==> src/rtl/tone_decoder.sv <==
// Tone decoder: measures the period of a square-wave note input and confirms one
// of eight nominal notes after two consecutive matching periods.
module tone_decoder #(
    parameter int               TOL     = 1024,
    parameter int               TIMEOUT = 262143,
    parameter logic [7:0][17:0] NOMINAL = {18'd95602,  18'd101418, 18'd113636, 18'd127552,
                                           18'd143266, 18'd151974, 18'd170648, 18'd191570}
) (
    input  logic        clk1,
    input  logic        reset,
    input  logic        tone_in,
    output logic [2:0]  note,
    output logic        note_valid,
    output logic        note_strb,
    output logic [7:0]  note_onehot,
    output logic [17:0] period,
    output logic        state_dbg
);

    localparam logic [17:0] TIMEOUT_C = 18'(TIMEOUT);
    localparam logic [17:0] TOL_C     = 18'(TOL);

    typedef enum logic {
        IDLE    = 1'b0,
        MEASURE = 1'b1
    } state_t;

    state_t      state_q, state_d;
    logic        sync1_q, sync1_d;
    logic        sync2_q, sync2_d;
    logic        hist_q, hist_d;
    logic [17:0] cnt_q, cnt_d;
    logic [17:0] period_q, period_d;
    logic [2:0]  cand_q, cand_d;
    logic [1:0]  streak_q, streak_d;
    logic [2:0]  note_q, note_d;
    logic        valid_q, valid_d;
    logic        strb_q, strb_d;

    logic        edge_p;
    logic        capture;
    logic        timeout;
    logic [17:0] meas;
    logic        hit;
    logic [2:0]  hit_idx;
    logic [17:0] diff;

    assign edge_p = sync2_q & ~hist_q;
    assign meas   = cnt_q + 18'd1;

    // Windows are disjoint, so at most one index can hit.
    always_comb begin
        hit     = 1'b0;
        hit_idx = 3'd0;
        diff    = 18'd0;
        for (int k = 0; k < 8; k++) begin
            if (meas >= NOMINAL[k]) diff = meas - NOMINAL[k];
            else                    diff = NOMINAL[k] - meas;
            if (diff <= TOL_C) begin
                hit     = 1'b1;
                hit_idx = k[2:0];
            end
        end
    end

    always_comb begin
        sync1_d  = tone_in;
        sync2_d  = sync1_q;
        hist_d   = sync2_q;
        state_d  = state_q;
        cnt_d    = cnt_q;
        period_d = period_q;
        cand_d   = cand_q;
        streak_d = streak_q;
        capture  = 1'b0;
        timeout  = 1'b0;

        case (state_q)
            IDLE: begin
                cnt_d = 18'd0;
                if (edge_p) state_d = MEASURE;
            end
            MEASURE: begin
                // An edge on the TIMEOUT count is still a valid period.
                if (edge_p) begin
                    capture  = 1'b1;
                    period_d = meas;
                    cnt_d    = 18'd0;
                end else if (cnt_q == TIMEOUT_C) begin
                    timeout  = 1'b1;
                    state_d  = IDLE;
                    cnt_d    = 18'd0;
                    cand_d   = 3'd0;
                    streak_d = 2'd0;
                end else begin
                    cnt_d = meas;
                end
            end
            default: state_d = IDLE;
        endcase

        if (capture) begin
            if (!hit) begin
                cand_d   = 3'd0;
                streak_d = 2'd0;
            end else if (hit_idx == cand_q) begin
                if (streak_q != 2'd2) streak_d = streak_q + 2'd1;
            end else begin
                cand_d   = hit_idx;
                streak_d = 2'd1;
            end
        end

        // Output stage trails the streak by one cycle.
        valid_d = (streak_q == 2'd2) && !timeout;
        note_d  = valid_d ? cand_q : note_q;
        strb_d  = valid_d && !valid_q;
    end

    always_ff @(posedge clk1) begin
        if (reset) begin
            sync1_q  <= 1'b0;
            sync2_q  <= 1'b0;
            hist_q   <= 1'b0;
            state_q  <= IDLE;
            cnt_q    <= 18'd0;
            period_q <= 18'd0;
            cand_q   <= 3'd0;
            streak_q <= 2'd0;
            note_q   <= 3'd0;
            valid_q  <= 1'b0;
            strb_q   <= 1'b0;
        end else begin
            sync1_q  <= sync1_d;
            sync2_q  <= sync2_d;
            hist_q   <= hist_d;
            state_q  <= state_d;
            cnt_q    <= cnt_d;
            period_q <= period_d;
            cand_q   <= cand_d;
            streak_q <= streak_d;
            note_q   <= note_d;
            valid_q  <= valid_d;
            strb_q   <= strb_d;
        end
    end

    assign note        = note_q;
    assign note_valid  = valid_q;
    assign note_strb   = strb_q;
    assign note_onehot = valid_q ? (8'd1 << note_q) : 8'd0;
    assign period      = period_q;
    assign state_dbg   = (state_q == MEASURE);

endmodule

==> config.mk <==
export PLATFORM = sky130hd
export DESIGN_NAME = tone_decoder
export DESIGN_NICKNAME = d
export VERILOG_FILES = /design/src/rtl/tone_decoder.sv
export SDC_FILE = /design/constraint.sdc
export NUM_CORES = 1
export LEC_CHECK = 0
export CORE_MARGIN = 2
export CORE_UTILIZATION = 55
export CTS_CLUSTER_SIZE = 16
export DETAILED_ROUTE_END_ITERATION = 6
export PLACE_DENSITY = 0.77
export SLEW_MARGIN = 30
export SYNTH_ARGS = -nofsm -noshare
export SYNTH_HDL_FRONTEND = slang
export SYNTH_SLANG_ARGS = --single-unit
==> constraint.sdc <==
create_clock -name clk1 -period 14.35 [get_ports clk1]
set_input_delay 2.87 -clock clk1 [delete_from_list [all_inputs] [get_ports clk1]]
set_output_delay 2.87 -clock clk1 [all_outputs]
set_load 0.03 [all_outputs]
==> reports/qor.yml <==
status: "finished, final reports clean"
die_y_um: 125
grt_use_total_pct: 41.4
cts_made_buffers: 5
cts.sinks: 50
cp_max_fo: 25
period_share_pct: 45.2
cts.root.buffer_cell: "clkbuf_16"
row_count: 44
post_cts_buffers: 0
p_clk_share_pct: 46.2
vias_per_cell: 7.55
syn_to_final_growth_pct: 7.10
ys_types: 98
setup_viol: 0
clkLatencyLatePin_ps: 320
min_to: "hist_d"
fin_setup_tns_ps: 0
vias: 10201
tightestPinTransition_ps: 894
powerDensity_mw_per_mm2: 33.2
cts_buffer_depth: 2
synth-xor-area-share_pct: 7.55
worstRegToRegCells: 19
hold_path_startpoint: "sync1_q"
yosys.area_share.adder_pct: 3.25
synth_edf_count: 0
ys_async_sr_fraction_pct: 0
globalplace.congestion: 1.10
core_sq_mm: 0.0145
switching_share_pct: 26.7
max_slew_margin_pct: 40.4
fin_skew_ps: 11.2
postRouteAntennaNets: 0
dieArea_sq_mm: 0.0157
drive_gt1_share_pct: 8.23
slowest_delay_ps: 850
min_path_type: "flip-flop to flip-flop"
dr.pass1.iters: 7
die_w_um: 125
multi_input_area_sq_mm: 0.00664
synth-compound-area-share_pct: 35.6
ff_latch_area_sq_mm: 0.00100
wl_per_cell_um: 25.0
finalHoldViolCount: 0
syn_inst: 1203
htreeDepth: 2
ys_ff_latch: 50
power_switching_uw: 76.8
cts_resized: 0
grt_max_degree: 39
grt.overflow.total: 0
detailed_place_hpwl_um: 24400
critPathCaptureType: "flip-flop"
post-route-min-period_ps: 6480
timing.rr.start: "cnt_q[0]"
cp-start-kind: "flip-flop"
ir_drop_mv: 0.0465
cpMaxStageDelayCell: "dfxtp_1"
io_buffers: 34
syn_avg_cell_area_sq_um: 6.73
slew_violations: 0
crit_arrival_ps: 6750
syn-cell-area_sq_mm: 0.00809
required_ps: 14620
postCtsHoldBufs: 0
grt_pass1_vias: 9181
synth_ff_type: "dfxtp_1"
crit_path_cell_trace: "ha_1 > nand3_1 > xor2_2 > buf_4 > inv_1 > ha_1 > a21oi_1 > a31oi_1 > o21ai_0 > o31a_1 > o21ai_0 > a32oi_1 > o2111ai_1 > nor4_2 > a211oi_1 > xor2_1 > nand3_1 > a211oi_1 > a21o_1"
rsz0062_at_grt: "false"
cp-startpoint: "cnt_q[0]"
timing.rr.end: "streak_q[1]"
yosys.area_share.simple_pct: 31.7
yosys_warnings: 0
placed_cell_area_sq_mm: 0.00850
drt_iter0_drc: 1828
stdcell_area_sq_mm: 0.00866
grt_pass1_wl_um: 52100
hold_depth: 1
max_clock_freq_ghz: 0.154
seqPwrFrac_pct: 49.0
ioPinCount: 35
start_util_pct: 55.9
synth_mux_area_share_pct: 3.02
cts_tree: "built"
clk_pin_slew_worst_paths_ps: 80
p_int_uw: 211
drc: 0
pwr-share-comb_pct: 4.8
ys_seq_area_share_pct: 12.4
synth_top_family_by_area: "compound AO/OA/AOI/OAI gates"
wl_um: 33800
maxCapViolCount: 0
fill_cells: 1412
r2r_slack_ps: 7870
nNetsFinal: 1190
antenna_found_initial: 1
critPathKind: "flip-flop to flip-flop"
synth_fp_nets: 1227
p_leak_nw: 2.79
## power by group through the flow
| stage | clock [mW] | combinational (mW) | sequential [mW] |
|---|---|---|---|
| 2_1_floorplan | 0 | 0.00702 | 0.145 |
| 3_3_place_gp | 0 | 0.0133 | 0.144 |
| 3_5_place_dp | 0 | 0.0133 | 0.144 |
| 4_1_cts | 0.134 | 0.0134 | 0.141 |
| 5_1_grt | 0.137 | 0.0146 | 0.141 |
| 6_report | 0.133 | 0.0137 | 0.141 |
## metrics by stage
stage	power, mW	instances	setup slack [ps]	util (%)	hold slack, ps
after floorplan	0.152	1203	9720	-	414
after global placement	0.158	1343	8500	58.7	436
after detailed placement	0.158	1343	8210	58.7	429
after CTS	0.289	1351	8160	59.7	456
after global routing	0.293	1351	7460	59.8	467
final	0.288	1352	7870	59.8	453
## cell type report
cell class	instances	area share [%]
antenna	1	0.0289
sequential	50	11.6
tap	184	2.66
inverter	16	0.693
clock buffer	5	1.44
timing repair buffer	65	6.61
clock inverter	3	0.332
multi-input combinational	1028	76.7
## cell usage after synthesis (28+ instances only)
master    count  area (sq um)
clkbuf_1     57           214
a31oi_1      36           225
nand4_1      34           213
nand2_1     100           375
nor2_1      136           510
o21ai_0      75           375
nand3_1      68           340
nor3_1       43           215
a21oi_1      78           390
xnor2_1      58           508
a211oi_1     31           233
buf_2        28           140
dfxtp_1      50          1000
## worst max-delay path, delay by kind of cell, from the launching register on
| family | cells | cell delay [ps] |
|---|---|---|
| compound gates | 10 | 2330 |
| flops | 1 | 850 |
| fa+ha+maj | 2 | 1100 |
| simple gates | 3 | 760 |
| xor+xnor | 2 | 590 |
| buf+inv | 2 | 770 |
## logic make-up (layout without fill, tap and decap cells)
| family | after synthesis | after routing |
|---|---|---|
| AO/OA/AOI/OAI | 412 | 412 |
| other | 0 | 1 |
| buffers and inverters | 125 | 89 |
| adder cells (fa/ha/maj) | 21 | 21 |
| multiplexers | 24 | 24 |
| flip-flops | 50 | 50 |
| XOR/XNOR | 68 | 68 |
| AND/OR/NAND/NOR | 503 | 503 |
## state kept, by name, summed over array words and instances (netlist names), named ones only
register,cells
cnt_q,18
period,18
cand_q,3
note,3
hist_d,1
hist_q,1
note_strb,1
note_valid,1
state_dbg,1
streak_q,1
sync1_q,1
## cell usage in the layout (no fill, tap or decap), drive strengths merged, types with 21 or more instances in the layout
cell type      count
ha                21
a31oi             36
o21ai             82
nand2            101
mux2i             21
dfxtp             50
xnor2             59
nand4             35
nor3              46
a211oi            33
buf               31
a21oi             80
nor2             137
clkdlybuf4s50     34
nand3             70
## metal layers
layer  part of all wire (%)  global-route usage, %  vias up
li1                       -                      -     4502
met1                     38                   53.6     4676
met2                     42                   63.1      817
met3                     13                   10.1      206
met4                    6.8                   23.4        0
met5                      0                      0        -
## how the worst max path moves through the flow
stage                     cells after the start           to  slack, ps
after floorplan                              20  streak_q[1]       9720
after global placement                       17  streak_q[1]       8500
after CTS                                    19  streak_q[1]       8160
after global routing                         19  streak_q[1]       7460
after detailed placement                     17  streak_q[1]       8210
final                                        19  streak_q[1]       7870
(Power assumes the default switching activity.)
